**src/rtl/id_ex_stage.sv**
```systemverilog
// id_ex_stage: ID/EX pipeline register with load-use hazard detection.
// Registers the control_id fields, operands, immediate, pc+4 and register
// numbers once per clock. When the instruction in EX is a load and the ID
// instruction reads its destination, a one-cycle bubble is inserted and
// out_stall freezes the PC and IF/ID registers.
// Optional feature macro: HAZARD_STATS_EN adds saturating stall/flush counters.
module id_ex_stage #(
  parameter int NB_data      = 32,
  parameter int NB_addr      = 5,
  parameter int NB_ex        = 8,
  parameter int NB_mem       = 9,
  parameter int NB_wb        = 2,
  parameter int MEM_READ_BIT = 0
) (
  input  logic               in_clk,
  input  logic               in_rst_n,
  input  logic [NB_ex-1:0]   in_ex,
  input  logic [NB_mem-1:0]  in_mem,
  input  logic [NB_wb-1:0]   in_wb,
  input  logic [NB_data-1:0] in_pc_next,
  input  logic [NB_data-1:0] in_rs_data,
  input  logic [NB_data-1:0] in_rt_data,
  input  logic [NB_data-1:0] in_imm_ext,
  input  logic [NB_addr-1:0] in_rs,
  input  logic [NB_addr-1:0] in_rt,
  input  logic [NB_addr-1:0] in_rd,
  input  logic               in_valid,
  input  logic               in_flush,
  input  logic               in_hold,
  output logic [NB_ex-1:0]   out_ex,
  output logic [NB_mem-1:0]  out_mem,
  output logic [NB_wb-1:0]   out_wb,
  output logic [NB_data-1:0] out_pc_next,
  output logic [NB_data-1:0] out_rs_data,
  output logic [NB_data-1:0] out_rt_data,
  output logic [NB_data-1:0] out_imm_ext,
  output logic [NB_addr-1:0] out_rs,
  output logic [NB_addr-1:0] out_rt,
  output logic [NB_addr-1:0] out_rd,
  output logic               out_valid,
  output logic               out_stall
`ifdef HAZARD_STATS_EN
  ,
  output logic [NB_data-1:0] out_stall_cnt,
  output logic [NB_data-1:0] out_flush_cnt
`endif
);

  logic hz;
  logic bubble;

  // A load in EX whose destination (never $0) is read by the ID instruction.
  assign hz = out_valid & out_mem[MEM_READ_BIT] & (out_rt != '0) & in_valid &
              ((out_rt == in_rs) | (out_rt == in_rt));

  // A squashed instruction never needs to wait for its operands.
  assign out_stall = hz & ~in_flush;

  assign bubble = in_flush | hz;

  // Pipeline register: hold keeps everything, a bubble zeroes only control.
  always_ff @(posedge in_clk or negedge in_rst_n) begin
    if (!in_rst_n) begin
      out_ex      <= '0;
      out_mem     <= '0;
      out_wb      <= '0;
      out_pc_next <= '0;
      out_rs_data <= '0;
      out_rt_data <= '0;
      out_imm_ext <= '0;
      out_rs      <= '0;
      out_rt      <= '0;
      out_rd      <= '0;
      out_valid   <= 1'b0;
    end else if (!in_hold) begin
      out_pc_next <= in_pc_next;
      out_rs_data <= in_rs_data;
      out_rt_data <= in_rt_data;
      out_imm_ext <= in_imm_ext;
      out_rs      <= in_rs;
      out_rt      <= in_rt;
      out_rd      <= in_rd;
      if (bubble || !in_valid) begin
        out_ex    <= '0;
        out_mem   <= '0;
        out_wb    <= '0;
        out_valid <= 1'b0;
      end else begin
        out_ex    <= in_ex;
        out_mem   <= in_mem;
        out_wb    <= in_wb;
        out_valid <= 1'b1;
      end
    end
  end

`ifdef HAZARD_STATS_EN
  // Saturating event counters; frozen together with the pipeline on hold.
  always_ff @(posedge in_clk or negedge in_rst_n) begin
    if (!in_rst_n) begin
      out_stall_cnt <= '0;
      out_flush_cnt <= '0;
    end else if (!in_hold) begin
      if (out_stall && (out_stall_cnt != '1)) out_stall_cnt <= out_stall_cnt + 1'b1;
      if (in_flush && (out_flush_cnt != '1)) out_flush_cnt <= out_flush_cnt + 1'b1;
    end
  end
`endif

endmodule
```
**config.mk**
```make
export PLATFORM = sky130hd
export DESIGN_NAME = id_ex_stage
export DESIGN_NICKNAME = d
export VERILOG_FILES = /design/src/rtl/id_ex_stage.sv
export SDC_FILE = /design/constraint.sdc
export NUM_CORES = 1
export LEC_CHECK = 0
export ABC_AREA = 1
export CORE_ASPECT_RATIO = 0.9
export CORE_MARGIN = 2
export CORE_UTILIZATION = 37
export CTS_BUF_LIST = sky130_fd_sc_hd__clkbuf_2 sky130_fd_sc_hd__clkbuf_4 sky130_fd_sc_hd__clkbuf_8
export CTS_CLUSTER_SIZE = 24
export DETAILED_ROUTE_END_ITERATION = 10
export PLACE_DENSITY = 0.87
export SYNTH_ARGS = -nofsm -noshare
export SYNTH_HDL_FRONTEND = slang
export SYNTH_SLANG_ARGS = --single-unit
```
**constraint.sdc**
```tcl
create_clock -name in_clk -period 1.21 [get_ports in_clk]
set_clock_uncertainty 0.15 [all_clocks]
set_input_delay 0.121 -clock in_clk [delete_from_list [all_inputs] [get_ports in_clk]]
set_output_delay 0.121 -clock in_clk [all_outputs]
set_load 0.05 [all_outputs]
```
==> Implementation_results.wiki, run 1 <==
{| class="wikitable"
! Metric !! Value
|-
| Number of slew-limit violations in the final report || 0
|-
| Number of placed cells counting well taps || 1,267
|-
| Critical path capture point type || output port
|-
| Data arrival, critical path || 1.69 ns
|-
| First-pass GRT wire length || 36,300 um
|-
| Register-to-Register Setup Slack || -0.60 ns
|-
| Register area share after synthesis || 0.643
|-
| Total negative slack for setup checks || -29.01 ns
|-
| Period minus WS final || 1.96 ns
|-
| Critical path class || reg -> out
|-
| Count of nets left with antenna violations after detail routing || 0
|-
| Reg2reg path depth || 11
|-
| Chip Height || 128 um
|-
| HPWL reported at the end of detailed placement || 16,700 um
|-
| Vias in the first global route || 6,893
|-
| # rows || 45
|-
| Most instantiated cells after synthesis || sky130_fd_sc_hd__nand2_1 (475), sky130_fd_sc_hd__dfrtp_1 (163), sky130_fd_sc_hd__buf_2 (23)
|-
| Count of placed standard cells in the final layout, fillers left out || 1,394
|-
| Largest area contributor in the netlist || sky130_fd_sc_hd__dfrtp_1
|-
| Wire length on met1 || 8830 um
|-
| Detailed-route wire length per cell || 17.8 um
|-
| Cell area power density || 1250 nW/um^2
|-
| Core area || 16,800 um^2
|-
| Routability-driven placement congestion ratio || 0.888
|-
| Area added between synthesis and finish || 106%
|-
| CTS clk-pin slew, worst paths || 0.09 ns
|-
| Synth top area share || 0.643
|-
| Initial antenna violation count || 0
|-
| Worst Hold Slack || -0.0325 ns
|-
| Crit path max-delay cell type || sky130_fd_sc_hd__dfrtp_2
|-
| Final period util || 1.62
|-
| Total routing usage reported by global routing || 0.259
|-
| Startpoint kind of the worst setup timing path || flop
|-
| Setup repair after global routing missed its margin || true
|-
| Minimum setup slack in the final design || -0.748 ns
|-
| Dominant delay contributor by cell family on the critical path || simple AND/OR/NAND/NOR gates
|-
| Detailed-route wire length || 24,800 um
|-
| Via/cell ratio || 4.86
|-
| Failing checks || hold timing, setup timing
|-
| Sequential cell area || 4090 um^2
|-
| Die boundary width || 142 um
|-
| Terminus of the critical flop-to-flop path || out_mem[2]
|-
| Count of buffer and inverter cells on the critical path || 1
|-
| Buffers added on ports || 330
|-
| Met2 routed wirelength || 13,500 um
|-
| Max-cap check violation count || 0
|-
| Cell area after placement || 11,800 um^2
|-
| Final hold violation count || 21
|-
| Peak Freq || 0.511 GHz
|-
| Actual slew at the worst max-slew pin || 0.333 ns
|-
| Drt first pass iters || 5
|-
| Worst slew margin || 0.778
|-
| DRC marker count from the first detailed-route iteration || 397
|-
| Worst min path class || in -> async
|-
| Final setup vio count || 184
|-
| Filler cell count in the final layout || 918
|-
| Root buffer selected by CTS || sky130_fd_sc_hd__clkbuf_8
|-
| Final routed DRC violation total || 0
|-
| Dominant synthesized flop cell || sky130_fd_sc_hd__dfrtp_1
|-
| VDD IR max || 1070 uV
|-
| Critical path peak fanout || 6
|-
| Highest metal used || met4
|-
| WL met3 || 1440 um
|-
| Synthesis-stage register bit count || 163
|-
| Cell with the most instances after synthesis || sky130_fd_sc_hd__nand2_1
|-
| Post-Syn Instances || 735
|-
| Footprint of the multi-input gates || 2140 um^2
|-
| Required time at the endpoint of the critical path || 0.94 ns
|-
| Hold bufs inserted after CTS || 3
|-
| Area of the mapped netlist || 6340 um^2
|-
| Number of buffers on the longest clock path || 2
|-
| Insertion delay to the later sink of the worst-skew pair || 0.45 ns
|-
| Total nets after synthesis || 902
|-
| Layout Cell Area excl Fill || 13,000 um^2
|-
| Share of synthesized registers carrying an async set or reset || 1.00
|-
| Leak || 6.60 nW
|-
| Top Ports || 331
|-
| Post-synthesis cell type count || 16
|-
| Total of warnings raised by yosys || 0
|-
| Cells traversed along the worst timing path || nor2_1, nor2_1, nor2_1, nand3_1, nand2_2, nand2_4, nor2_4, buf_12
|-
| Total power || 16.3 mW
|-
| Number of sinks on the clock net || 163
|-
| Largest cells by area after synthesis || sky130_fd_sc_hd__dfrtp_1 (64%), sky130_fd_sc_hd__nand2_1 (28%), sky130_fd_sc_hd__buf_2 (1.8%), sky130_fd_sc_hd__nand3_1 (1.6%), sky130_fd_sc_hd__inv_1 (0.77%)
|-
| Initial Utilization || 0.377
|-
| Maximum level of the CTS H-tree || 4
|-
| Ant diodes || 0
|-
| Post-synth EDFFs || 0
|-
| Die footprint || 18,200 um^2
|-
| Reg2Reg Launch Point || out_rt[0]
|-
| Fraction of final layout cells sized beyond drive strength 1 || 0.303
|-
| Pin count of the biggest net entering global routing || 74
|-
| Outcome || complete, but fails checks
|-
| Most frequent CP cell || sky130_fd_sc_hd__nor2_1
|-
| Final core utilization || 0.775
|-
| TritonCTS clock tree || yes
|-
| Congestion Overflow GR || 0
|-
| Post-layout net count || 1,337
|-
| Number of CTS-inserted buffers || 17
|-
| Crit-path max cell delay || 0.46 ns
|-
| Post-Synthesis Mean Instance Area || 8.63 um^2
|-
| Total via count after detailed routing || 6,770
|}
[through the flow]
step	hold WS [ns]	setup slack [ns]
2_1_floorplan	-0.325	-0.467
3_3_place_gp	-0.119	-0.542
3_5_place_dp	-0.117	-0.587
4_1_cts	-0.0489	-0.729
5_1_grt	-0.0251	-0.832
6_report	-0.0325	-0.748
[cells in the final DEF (no fill, tap or decap), types with 3 or more instances in the layout]
cell type,count
sky130_fd_sc_hd__clkbuf_8,19
sky130_fd_sc_hd__nand2_2,5
sky130_fd_sc_hd__inv_1,9
sky130_fd_sc_hd__buf_12,173
sky130_fd_sc_hd__dfrtp_1,157
sky130_fd_sc_hd__nand3_2,19
sky130_fd_sc_hd__buf_6,8
sky130_fd_sc_hd__o21ai_0,9
sky130_fd_sc_hd__nor2_1,7
sky130_fd_sc_hd__inv_6,4
sky130_fd_sc_hd__dfrtp_2,6
sky130_fd_sc_hd__inv_2,5
sky130_fd_sc_hd__nand2_1,469
sky130_fd_sc_hd__clkdlybuf4s50_1,164
sky130_fd_sc_hd__buf_4,102
sky130_fd_sc_hd__clkinvlp_4,3
[metal layers]
layer  up-vias  track usage
met5         -            0
met4         0        0.121
met3        76       0.0643
met2       298        0.463
met1      3313        0.291
li1       3083            -
[sequential cells by signal (all words and copies together), names as in the netlist]
signal	flops
out_rs_data	32
out_pc_next	32
out_rt	5
out_wb	2
out_rt_data	32
out_valid	1
out_rs	5
out_imm_ext	32
out_ex	8
out_rd	5
out_mem	9
[power breakdown]
part / switching [mW] / internal [mW]
combinational: 2.81 / 2.86
clock: 2.16 / 1.98
sequential: 0.544 / 5.91
[area by class of cell]
class,count,share of cell area
flip-flops and latches,163,0.313
clock inverters,13,0.0113
repair buffers,454,0.467
multi-input cells,519,0.164
clock buffers,19,0.0200
well taps,211,0.0202
inverters,15,0.00451
[worst reg2reg max path, stage by stage, from the launching register on]
cell                        delay [ns]
sky130_fd_sc_hd__dfrtp_2          0.46
sky130_fd_sc_hd__nor2_1           0.10
sky130_fd_sc_hd__nor2_1           0.05
sky130_fd_sc_hd__nor2_1           0.10
sky130_fd_sc_hd__nand3_1          0.11
sky130_fd_sc_hd__nand2_2          0.11
sky130_fd_sc_hd__nand2_4          0.06
sky130_fd_sc_hd__buf_4            0.13
sky130_fd_sc_hd__buf_8            0.14
sky130_fd_sc_hd__clkbuf_16        0.16
sky130_fd_sc_hd__nand3_2          0.06
sky130_fd_sc_hd__nand2_2          0.06
[worst max path at each step]
stage / startpoint / end / cells past startpoint
2_1_floorplan: out_rt[4] / out_stall / 9
3_3_place_gp: in_rs[2] / out_ex[6] / 11
3_5_place_dp: in_rs[2] / out_ex[4] / 11
4_1_cts: out_rt[0] / out_stall / 8
5_1_grt: out_rt[2] / out_stall / 9
6_report: out_rt[0] / out_stall / 8
[repair_timing]
action,4_1_cts,5_1_grt
gates resized for setup,5,28
pin swaps,7,10
endpoints found under the hold margin,180,21
setup endpoints to repair,184,232
gates cloned,1,1
buffers inserted,45,46
[cells by family after synthesis]
family / count (synthesis) / share of synthesized area
buffers and inverters: 53 / 0.0395
and+or+nand+nor: 508 / 0.307
AOI/OAI and AO/OA: 9 / 0.00710
xor gates and xnor gates: 2 / 0.00276
DFF: 163 / 0.643
Note: power is estimated with default switching activity, not from simulation.
==> run 2, diff against run 1 <==
--- a/config.mk
+++ b/config.mk
@@ -7,7 +7,7 @@
 export LEC_CHECK = 0
 export ABC_AREA = 1
 export CORE_ASPECT_RATIO = 0.9
-export CORE_MARGIN = 2
+export CORE_MARGIN = 5
 export CORE_UTILIZATION = 37
 export CTS_BUF_LIST = sky130_fd_sc_hd__clkbuf_2 sky130_fd_sc_hd__clkbuf_4 sky130_fd_sc_hd__clkbuf_8
 export CTS_CLUSTER_SIZE = 24
==> run 2 against run 1 <==
  * Maximum frequency fell by 4.4%
  * The flow still finishes with violations (hold timing, setup timing)
  * Critical path type unchanged
  * Clock power rose by 1%
  * Sequential cell count did not move
  * Highest routed layer unchanged
==> Implementation_results.wiki, run 2 (synthesis results as in run 1) <==
{| class="wikitable"
! Metric !! Value
|-
| Failing checks || hold timing, setup timing
|-
| Number of CTS-inserted buffers || 17
|-
| Number of sinks on the clock net || 163
|-
| Initial Utilization || 0.377
|-
| Part of the total power dissipated in sequential elements || 0.400
|-
| Leading cell type in the layout, fill and taps excluded || sky130_fd_sc_hd__nand2_1
|-
| Cell area after placement || 11,700 um^2
|-
| Outcome || complete, but fails checks
|-
| Final routed DRC violation total || 0
|-
| Count of placed standard cells in the final layout, fillers left out || 1,349
|-
| CTS clk-pin slew, worst paths || 0.10 ns
|-
| Total negative slack for setup checks || -26.44 ns
|-
| DRC marker count from the first detailed-route iteration || 319
|-
| Count of nets left with antenna violations after detail routing || 0
|-
| Initial antenna violation count || 0
|-
| Via/cell ratio || 4.76
|-
| Final period util || 1.69
|-
| Period minus WS final || 2.05 ns
|-
| # rows || 45
|-
| Filler cell count in the final layout || 973
|-
| Startpoint kind of the worst setup timing path || flop
|-
| Detailed-route wire length per cell || 18.1 um
|-
| Critical path capture point type || output port
|-
| Drt first pass iters || 5
|-
| Number of buffers on the longest clock path || 2
|-
| Detailed-route wire length || 24,400 um
|-
| Internal power || 10.6 mW
|-
| Setup repair after global routing missed its margin || true
|-
| Congestion Overflow GR || 0
|-
| Post-layout net count || 1,292
|-
| Peak Freq || 0.488 GHz
|-
| Actual slew at the worst max-slew pin || 0.396 ns
|-
| Final core utilization || 0.754
|-
| Buffers added on ports || 330
|-
| Combinational cell fraction of total power || 0.341
|-
| VDD IR max || 857 uV
|-
| Total via count after detailed routing || 6,426
|-
| Top library cells by usage in the layout, fill and taps aside || sky130_fd_sc_hd__nand2_1 (470), sky130_fd_sc_hd__buf_12 (172), sky130_fd_sc_hd__clkdlybuf4s50_1 (164), sky130_fd_sc_hd__dfrtp_1 (157), sky130_fd_sc_hd__buf_4 (58)
|-
| Ant diodes || 0
|-
| Root buffer selected by CTS || sky130_fd_sc_hd__clkbuf_8
|-
| Insertion delay to the later sink of the worst-skew pair || 0.44 ns
|-
| Required time at the endpoint of the critical path || 0.94 ns
|-
| Maximum level of the CTS H-tree || 4
|-
| Critical path class || reg -> out
|-
| Die footprint || 19,900 um^2
|-
| Fraction of final layout cells sized beyond drive strength 1 || 0.277
|-
| Switching power || 5.47 mW
|-
| Chip Height || 134 um
|-
| Cell area power density || 1270 nW/um^2
|-
| Hold bufs inserted after CTS || 3
|-
| Share of total power in the clock network || 0.259
|-
| Final hold violation count || 19
|-
| Routability-driven placement congestion ratio || 0.947
|-
| Worst slew margin || 0.736
|-
| Number of placed cells counting well taps || 1,264
|-
| Core area || 16,800 um^2
|-
| Vias in the first global route || 6,794
|-
| Worst min path class || in -> async
|-
| HPWL reported at the end of detailed placement || 17,400 um
|-
| Area added between synthesis and finish || 100%
|-
| TritonCTS clock tree || yes
|-
| Die boundary width || 148 um
|-
| Switching share of total power || 0.340
|-
| First-pass GRT wire length || 36,900 um
|-
| Number of slew-limit violations in the final report || 0
|-
| Worst Hold Slack || -0.0233 ns
|-
| Critical path peak fanout || 6
|-
| Data arrival, critical path || 1.78 ns
|-
| Final setup vio count || 184
|-
| Pin count of the biggest net entering global routing || 89
|-
| Total routing usage reported by global routing || 0.238
|-
| Max-cap check violation count || 0
|-
| Top Ports || 331
|-
| Layout Cell Area excl Fill || 12,700 um^2
|-
| Leak || 6.34 nW
|-
| Minimum setup slack in the final design || -0.838 ns
|}
## run 2: repair_timing
| item | CTS | global route |
|---|---|---|
| resized for setup | 11 | 27 |
| hold endpoints to repair | 166 | 19 |
| pin swaps | 8 | 13 |
| endpoints found under the setup margin | 184 | 184 |
| cloned | 1 | 0 |
| setup buffers | 32 | 22 |
## run 2: worst paths after layout
check | end | cells past startpoint | startpoint | slack (ns)
hold / removal | out_rs_data[7] | 2 | in_rst_n | -0.02
setup / recovery | out_stall | 9 | out_rt[0] | -0.84
hold reg to reg | out_pc_next[15] | 2 | out_pc_next[15] | 0.40
setup reg to reg | out_mem[8] | 11 | out_rt[0] | -0.53
min in group in_clk | out_rt_data[21] | 3 | in_rt_data[21] | 0.05
max in group asynchronous | out_pc_next[27] | 3 | in_rst_n | 0.43
## run 2: metrics by stage
stage               worst slack (ns)  total power, mW
global route                  -0.918             16.7
detailed placement            -0.587             11.8
global placement              -0.504             11.7
finish                        -0.838             16.1
floorplan                     -0.467             8.51
CTS                           -0.777             16.1
## run 2: power groups by stage
stage	logic [mW]	clock network [mW]	registers (mW)
2_1_floorplan	0.604	0	7.91
3_3_place_gp	5.16	0	6.51
3_5_place_dp	5.25	0	6.54
4_1_cts	5.40	4.28	6.43
5_1_grt	5.72	4.51	6.50
6_report	5.49	4.18	6.45
## run 2: critical path, cell delays in order (launching register included)
cell and delay [ns]:
sky130_fd_sc_hd__dfrtp_2 0.45, sky130_fd_sc_hd__inv_2 0.07, sky130_fd_sc_hd__nand2_2 0.05, sky130_fd_sc_hd__nand2_1 0.05, sky130_fd_sc_hd__nor2_1 0.10, sky130_fd_sc_hd__nand3_1 0.13, sky130_fd_sc_hd__nand2_2 0.15, sky130_fd_sc_hd__nand2_4 0.07
sky130_fd_sc_hd__nor2_4 0.11, sky130_fd_sc_hd__buf_12 0.14
## run 2: cell type report
class	count	area (um^2)	share of cell area
clock buffers	20	269	0.0212
clock inverters	12	146	0.0115
inverters	15	58.8	0.00463
multi-input cells	519	2150	0.170
flip-flops and latches	163	4090	0.322
well taps	211	264	0.0208
repair buffers	409	5710	0.450
## run 2: per-layer routing
layer	vias to the layer above	track usage	wire [um]
li1	3003	-	-
met1	3094	0.268	8730
met2	274	0.425	13200
met3	55	0.0736	1710
met4	0	0.0898	803
met5	-	0	0
